`config.mk`:
```
export PLATFORM = sky130hd
export DESIGN_NAME = load_store_unit_flat
export DESIGN_NICKNAME = d
export VERILOG_FILES = /design/src/rtl/lsu_pkg.sv /design/src/rtl/load_store_unit_if.sv /design/src/rtl/lane_align.sv /design/src/rtl/load_store_unit.sv /design/src/flat_wrapper.sv
export SDC_FILE = /design/constraint.sdc
export NUM_CORES = 1
export LEC_CHECK = 0
export ABC_AREA = 1
export CAP_MARGIN = 20
export CORE_MARGIN = 8
export CORE_UTILIZATION = 52
export CTS_CLUSTER_SIZE = 24
export DETAILED_ROUTE_END_ITERATION = 8
export MAX_ROUTING_LAYER = met4
export PLACE_DENSITY = 0.93
export SKIP_LAST_GASP = 1
export SYNTH_ARGS = -nofsm -noshare
export SYNTH_HDL_FRONTEND = slang
export SYNTH_SLANG_ARGS = --single-unit
export TNS_END_PERCENT = 10
```
`constraint.sdc`:
```
create_clock -name clock -period 3 [get_ports clock]
set_clock_uncertainty 0.1 [all_clocks]
set_input_delay 0.6 -clock clock [delete_from_list [all_inputs] [get_ports clock]]
set_output_delay 0.6 -clock clock [all_outputs]
set_load 0.05 [all_outputs]
```
`src/rtl/lsu_pkg.sv`:
```
// Shared types and constants for the load/store unit: access sizes, FSM states,
// the latched request record and the MMIO register offsets.
package lsu_pkg;

    typedef enum logic [1:0] {
        SZ_B = 2'b00,
        SZ_H = 2'b01,
        SZ_W = 2'b10,
        SZ_D = 2'b11
    } size_e;

    typedef enum logic [1:0] {
        IDLE,
        RD_WAIT,
        WRITE,
        RESP
    } state_e;

    localparam logic [3:0] LED_OFF = 4'h0;
    localparam logic [3:0] SW_OFF  = 4'h8;

    // Only the byte lane survives acceptance; the word index lives in mem_address.
    typedef struct packed {
        logic        write;
        size_e       size;
        logic        sign;
        logic [2:0]  off;
        logic [63:0] wdata;
    } req_t;

    function automatic logic is_aligned(input logic [2:0] off, input size_e size);
        case (size)
            SZ_B:    return 1'b1;
            SZ_H:    return off[0] == 1'b0;
            SZ_W:    return off[1:0] == 2'b00;
            default: return off == 3'b000;
        endcase
    endfunction

endpackage

```
`src/rtl/load_store_unit_if.sv`:
```
// Request/response bus between the MEM stage (master) and the load/store unit (slave).
interface load_store_unit_if;
    logic        req_valid;
    logic        req_write;
    logic [1:0]  req_size;
    logic        req_signed;
    logic [63:0] req_addr;
    logic [63:0] req_wdata;
    logic        req_ready;
    logic        resp_valid;
    logic [63:0] resp_rdata;
    logic        stall;
    logic        misaligned;

    modport master (
        output req_valid, req_write, req_size, req_signed, req_addr, req_wdata,
        input  req_ready, resp_valid, resp_rdata, stall, misaligned
    );

    modport slave (
        input  req_valid, req_write, req_size, req_signed, req_addr, req_wdata,
        output req_ready, resp_valid, resp_rdata, stall, misaligned
    );
endinterface

```
`src/rtl/lane_align.sv`:
```
// Combinational byte-lane steering: extracts/extends a load lane from a memory
// word, and merges store bytes into an old word using little-endian byte enables.
module lane_align
    import lsu_pkg::*;
(
    input  size_e       size,
    input  logic        sign,
    input  logic [2:0]  offset,
    input  logic [63:0] rd_word,
    input  logic [63:0] wdata,
    output logic [63:0] load_data,
    output logic [63:0] merged
);

    logic [63:0] shifted;
    logic [63:0] placed;
    logic [7:0]  be;

    always_comb begin
        // NOTE: every output of a combinational block gets a default first so no path infers a latch.
        shifted   = rd_word >> {offset, 3'b000};
        placed    = wdata << {offset, 3'b000};
        load_data = shifted;
        merged    = rd_word;
        be        = 8'h00;
        case (size)
            SZ_B: begin
                load_data = {{56{sign & shifted[7]}}, shifted[7:0]};
                be        = 8'h01;
            end
            SZ_H: begin
                load_data = {{48{sign & shifted[15]}}, shifted[15:0]};
                be        = 8'h03;
            end
            SZ_W: begin
                load_data = {{32{sign & shifted[31]}}, shifted[31:0]};
                be        = 8'h0f;
            end
            default: begin
                load_data = shifted;
                be        = 8'hff;
            end
        endcase
        be = be << offset;
        for (int i = 0; i < 8; i++) begin
            merged[i*8 +: 8] = be[i] ? placed[i*8 +: 8] : rd_word[i*8 +: 8];
        end
    end

endmodule

```
`src/rtl/load_store_unit.sv`:
```
// MEM-stage load/store unit: request latch, access FSM, read-modify-write for
// sub-doubleword stores, and the LED/switch MMIO window.
module load_store_unit
    import lsu_pkg::*;
#(
    parameter int          MEM_LAT   = 1,
    parameter logic [63:0] MMIO_BASE = 64'h0000_0000_0000_1000,
    parameter int          LED_W     = 27,
    parameter int          SW_W      = 18
) (
    input  logic              clock,
    input  logic              reset,
    load_store_unit_if.slave  bus,
    output logic [63:0]       mem_address,
    output logic [63:0]       mem_write_data,
    output logic              MemWrite,
    output logic              MemRead,
    input  logic [63:0]       mem_read_data,
    input  logic [SW_W-1:0]   switches,
    output logic [LED_W-1:0]  leds
);

    localparam logic [1:0] LAT_LAST = 2'(MEM_LAT - 1);

    state_e            state, state_n;
    req_t              req_q;
    logic [1:0]        lat_cnt;
    logic [63:0]       rdata_q;
    logic              misal_q;
    logic [LED_W-1:0]  leds_q;
    logic              accept, in_aligned, in_mmio, rd_last;
    size_e             in_size;
    logic [63:0]       load_data, merged;

    assign in_size    = size_e'(bus.req_size);
    assign accept     = (state == IDLE) && bus.req_valid;
    assign in_aligned = is_aligned(bus.req_addr[2:0], in_size);
    assign in_mmio    = bus.req_addr[63:4] == MMIO_BASE[63:4];
    assign rd_last    = lat_cnt == LAT_LAST;

    lane_align u_lane_align (
        .size      (req_q.size),
        .sign      (req_q.sign),
        .offset    (req_q.off),
        .rd_word   (mem_read_data),
        .wdata     (req_q.wdata),
        .load_data (load_data),
        .merged    (merged)
    );

    always_comb begin
        state_n = state;
        case (state)
            IDLE: if (accept) begin
                if (!in_aligned || in_mmio)            state_n = RESP;
                else if (bus.req_write && in_size == SZ_D) state_n = WRITE;
                else                                   state_n = RD_WAIT;
            end
            RD_WAIT: if (rd_last) state_n = req_q.write ? WRITE : RESP;
            WRITE:   state_n = RESP;
            default: state_n = IDLE;
        endcase
    end

    // NOTE: all state updates below use non-blocking assignment so every register samples pre-edge values.
    always_ff @(posedge clock) begin
        if (reset) begin
            state          <= IDLE;
            req_q          <= '0;
            lat_cnt        <= '0;
            rdata_q        <= '0;
            misal_q        <= 1'b0;
            leds_q         <= '0;
            MemRead        <= 1'b0;
            MemWrite       <= 1'b0;
            mem_address    <= '0;
            mem_write_data <= '0;
        end else begin
            state    <= state_n;
            MemRead  <= state_n == RD_WAIT;
            MemWrite <= state_n == WRITE;
            if (accept) begin
                req_q   <= '{write: bus.req_write, size: in_size, sign: bus.req_signed,
                            off: bus.req_addr[2:0], wdata: bus.req_wdata};
                misal_q <= !in_aligned;
                rdata_q <= '0;
                lat_cnt <= '0;
                if (in_aligned && in_mmio) begin
                    if (bus.req_write && bus.req_addr[3:0] == LED_OFF)
                        leds_q <= bus.req_wdata[LED_W-1:0];
                    if (!bus.req_write && bus.req_addr[3:0] == SW_OFF)
                        rdata_q <= 64'(switches);
                end else if (in_aligned) begin
                    mem_address <= {3'b000, bus.req_addr[63:3]};
                    if (bus.req_write && in_size == SZ_D)
                        mem_write_data <= bus.req_wdata;
                end
            end
            if (state == RD_WAIT) begin
                lat_cnt <= lat_cnt + 2'd1;
                if (rd_last) begin
                    if (req_q.write) mem_write_data <= merged;
                    else             rdata_q        <= load_data;
                end
            end
        end
    end

    assign bus.req_ready  = state == IDLE;
    assign bus.resp_valid = state == RESP;
    assign bus.resp_rdata = (state == RESP) ? rdata_q : '0;
    assign bus.misaligned = (state == RESP) && misal_q;
    assign bus.stall      = (bus.req_valid && state != IDLE) || state == RD_WAIT || state == WRITE;
    assign leds           = leds_q;

endmodule

```
`src/flat_wrapper.sv`:
```
// flat-port wrapper written by rule: the top's interface ports become plain ports
module load_store_unit_flat import lsu_pkg::*;
#(
    parameter int          MEM_LAT   = 1,
    parameter logic [63:0] MMIO_BASE = 64'h0000_0000_0000_1000,
    parameter int          LED_W     = 27,
    parameter int          SW_W      = 18
)
  (clock, reset, mem_address, mem_write_data, MemWrite, MemRead, mem_read_data, switches, leds, bus_req_valid, bus_req_write, bus_req_size, bus_req_signed, bus_req_addr, bus_req_wdata, bus_req_ready, bus_resp_valid, bus_resp_rdata, bus_stall, bus_misaligned);
  load_store_unit_if bus_i ();
  input  logic clock;
  input  logic reset;
  output logic [63:0] mem_address;
  output logic [63:0] mem_write_data;
  output logic MemWrite;
  output logic MemRead;
  input  logic [63:0] mem_read_data;
  input  logic [SW_W-1:0] switches;
  output logic [LED_W-1:0] leds;
  input wire logic [$bits(bus_i.req_valid)-1:0] bus_req_valid;
  input wire logic [$bits(bus_i.req_write)-1:0] bus_req_write;
  input wire logic [$bits(bus_i.req_size)-1:0] bus_req_size;
  input wire logic [$bits(bus_i.req_signed)-1:0] bus_req_signed;
  input wire logic [$bits(bus_i.req_addr)-1:0] bus_req_addr;
  input wire logic [$bits(bus_i.req_wdata)-1:0] bus_req_wdata;
  output wire logic [$bits(bus_i.req_ready)-1:0] bus_req_ready;
  output wire logic [$bits(bus_i.resp_valid)-1:0] bus_resp_valid;
  output wire logic [$bits(bus_i.resp_rdata)-1:0] bus_resp_rdata;
  output wire logic [$bits(bus_i.stall)-1:0] bus_stall;
  output wire logic [$bits(bus_i.misaligned)-1:0] bus_misaligned;
  assign bus_i.req_valid = bus_req_valid;
  assign bus_i.req_write = bus_req_write;
  assign bus_i.req_size = bus_req_size;
  assign bus_i.req_signed = bus_req_signed;
  assign bus_i.req_addr = bus_req_addr;
  assign bus_i.req_wdata = bus_req_wdata;
  assign bus_req_ready = bus_i.req_ready;
  assign bus_resp_valid = bus_i.resp_valid;
  assign bus_resp_rdata = bus_i.resp_rdata;
  assign bus_stall = bus_i.stall;
  assign bus_misaligned = bus_i.misaligned;
  load_store_unit #(.MEM_LAT(MEM_LAT), .MMIO_BASE(MMIO_BASE), .LED_W(LED_W), .SW_W(SW_W)) u_core (.clock(clock), .reset(reset), .bus(bus_i), .mem_address(mem_address), .mem_write_data(mem_write_data), .MemWrite(MemWrite), .MemRead(MemRead), .mem_read_data(mem_read_data), .switches(switches), .leds(leds));
endmodule
```
==> summary.md <==
| Metric | Value |
|---|---|
| R2R Setup Slk | 0.34 ns |
| Share of post-route cells with drive strength above 1 | 6.08% |
| Worst-skew pair later-pin latency | 0.53 ns |
| Slew Viols, Final | 0 |
| I/O Pins | 442 |
| Tot Pwr | 15.5 mW |
| Sequential share of the synthesized area | 35.8% |
| Hold crit path type | register to register |
| GRT Total Usage | 39.6% |
| Post-CTS setup buffers | 0 |
| TritonCTS Sinks | around 290 |
| Max-cap violation count | 0 |
| Die width | 194 um |
| Worst path slowest cell | clkdlybuf4s50_1 |
| Die height | 194 um |
| Crit path cell chain | nand2_2 -> buf_12 -> nor2_1 -> clkdlybuf4s50_1 |
| Fin. Hold Viols | 0 |
| Setup crit start | u_core.state[1] |
| CP arrival | 2.27 ns |
| Post-DP HPWL | between 50000 and 60000 um |
| Worst r2r src | u_core.req_q[64] |
| Synthesis warning total | 0 |
| Std cell rows | 65 |
| #FFs+latches synth | 294 |
| CTS root buf | clkbuf_16 |
| Routed Antenna Nets | 0 |
| Vias in the first global route | 19.6k |
| Post-Route WL | 76700 um |
| Final period util | 99.1% |
| Mapped cell area | 16400 um^2 |
| DR DRC count | 0 |
| Crit-path max FO | 68 |
| Inst Count DP | 3370 |
| Slew margin rel. | 54.8% |
| Worst IR Drop VDD | 0.000464 V |
| Ranking of synthesized cells by area | dfxtp_1, nand2_1, nor2_1 |
| LEAKAGE | 9.29 nW |
| FMAX | 0.336 GHz |
| # H-tree levels | 2 |
| Resize count post-CTS | 0 |
| DR WL/cell | 22.3 um |
| Final RePlAce weighted congestion | 1.04 |
| First-pass GRT wire length | between 100000 and 150000 um |
| Total gr overflow | 0 |
| Commonest non-fill, non-tap cell in the layout | nand2_1 |
| Max Root-Sink Buffers | 3 |
| CP startpoint kind | register |
| Hold_buf cts | 0 |
| Post-synth top area cell | dfxtp_1 |
| Final Setup Violations | 0 |
| Via count | 20.6k |
| Status | finished, final reports clean |
| CTS buffer count | 34 |
| Commonest cells after routing, fill and taps aside | nand2_1, nor2_1, clkdlybuf4s50_1, o21ai_0, dfxtp_1 |
| Max incr delay on CP | 0.85 ns |
| Number of synthesized flops with an enable pin | 0 |
| Initial DRC Count | 2832 |
| Synth Flop Type | dfxtp_1 |
| Input/output buffers | between 400 and 500 |
| Initial antenna violation count | 5 |
| Final-stage net count | approximately 3.2k |
| CORE AREA | 31300 um^2 |
| Cell area power density | 691 nW/um^2 |
| Mapped Avg Cell Area | 6.20 um^2 |
| CP Class | register to primary output |
| Crit. End Element | primary output |
| Reg clk slew, reported paths | around 0.060 ns |
| Non-filler cells, final | 3435 |
| Via density | 6.00 |
| Pin count of the biggest net entering global routing | 98 |
| Worst Min Path Start | u_core.leds[26] |
| Effective utilization at floorplan | 52.5% |
| CTS tree | yes |
| Least-Margin Pin Slew | 0.671 ns |
| Cell variety after synth | 36 |
| Worst Path Required | 2.30 ns |
| Die area | 37600 um^2 |
| Synth Instances | ~2.6k |
| Area delta synth->final | 36.3% |
| Yosys top cell area share | 35.8% |
| RSZ-0062 raised after global routing | yes |
| Drt pass-1 iters | 7 |
| Fin crit period | about 3.0 ns |
| Ys async rst share | 0% |
==> layout make-up <==
| class | instances | area [um^2] |
|---|---|---|
| antenna | 5 | 12.5 |
| clock buffer | 51 | 1040 |
| clock inverter | 9 | 96.3 |
| fill | 2531 | 8910 |
| inverter | 263 | 990 |
| multi-input combinational | 1885 | 8640 |
| sequential | 294 | 5890 |
| tap | 402 | 503 |
| timing repair buffer | 526 | 5230 |
==> path summary, 6_finish.rpt <==
path / end / cells past startpoint
max: bus_resp_rdata[9] / 4
min: u_core.leds[26] / 2
max reg2reg: u_core.rdata_q[15] / 9
min reg2reg: u_core.leds[26] / 2
==> metrics by stage <==
step,instance area [um^2],setup slack (ns),hold slack [ns],utilization (%),setup TNS (ns)
finish,22400,0.0278,0.363,71.5,0
global route,22400,-0.0256,0.371,71.5,-0.0279
CTS,22400,0.0421,0.360,71.5,0
detailed placement,21300,-0.116,0.347,67.9,-3.89
global placement,21300,0.0778,0.344,67.9,0
floorplan,16400,0.459,0.330,-,0
==> state kept, by name, summed over array words and instances (netlist names) <==
name and count:
u_core.rdata_q 64, u_core.MemWrite 1, u_core.misal_q 1, u_core.mem_write_data 64, u_core.mem_address 61, u_core.MemRead 1
u_core.req_q 71, u_core.lat_cnt 2, u_core.leds 27, u_core.state 2
==> where the power goes <==
group / total (mW) / internal [mW] / switching (mW)
registers: 4.89 / 4.53 / 0.366
clock network: 4.26 / 2.49 / 1.77
logic: 6.32 / 2.00 / 4.31
total: 15.5 / 9.03 / 6.45
==> kinds of logic (layout without fill, tap and decap cells) <==
group | count (synthesis) | after routing | synth area share, %
buffers and inverters | 472 | 849 | 11.7
AOI/OAI and AO/OA | 628 | 628 | 20.4
and+or+nand+nor | 1253 | 1253 | 31.9
adders and majority gates | 1 | 1 | 0.0761
DFF | 294 | 294 | 35.8
other | 1 | 8 | 0.0228
==> critical path: cells and delay by family, from the launching register on <==
family / cells / cell delay [ns]
flops: 1 / 0.40
simple gates: 2 / 0.30
buf+inv: 2 / 1.05
==> Yosys cell counts, types with 5 or more instances <==
cell type and number:
nor2_1 470, buf_4 20, nand2_1 488, o2111ai_1 5, nand3_1 187, a21oi_1 176, dfxtp_1 294, buf_2 45
a22oi_1 8, clkbuf_1 109, nand4_1 81, o21ai_0 349, a211oi_1 31, or2_2 5, nor2_2 7, inv_2 9
a31oi_1 10, o211ai_1 28, o21ai_1 14, inv_1 254, buf_1 32
==> routing by layer <==
layer	up-vias	track usage (%)	share of wire, %
met1	9547	46.8	38
met3	267	8.31	10
met2	1435	64.3	47
met5	-	-	0
li1	9344	-	-
met4	0	18.2	5.0
Power figures use the tool's default switching activity.
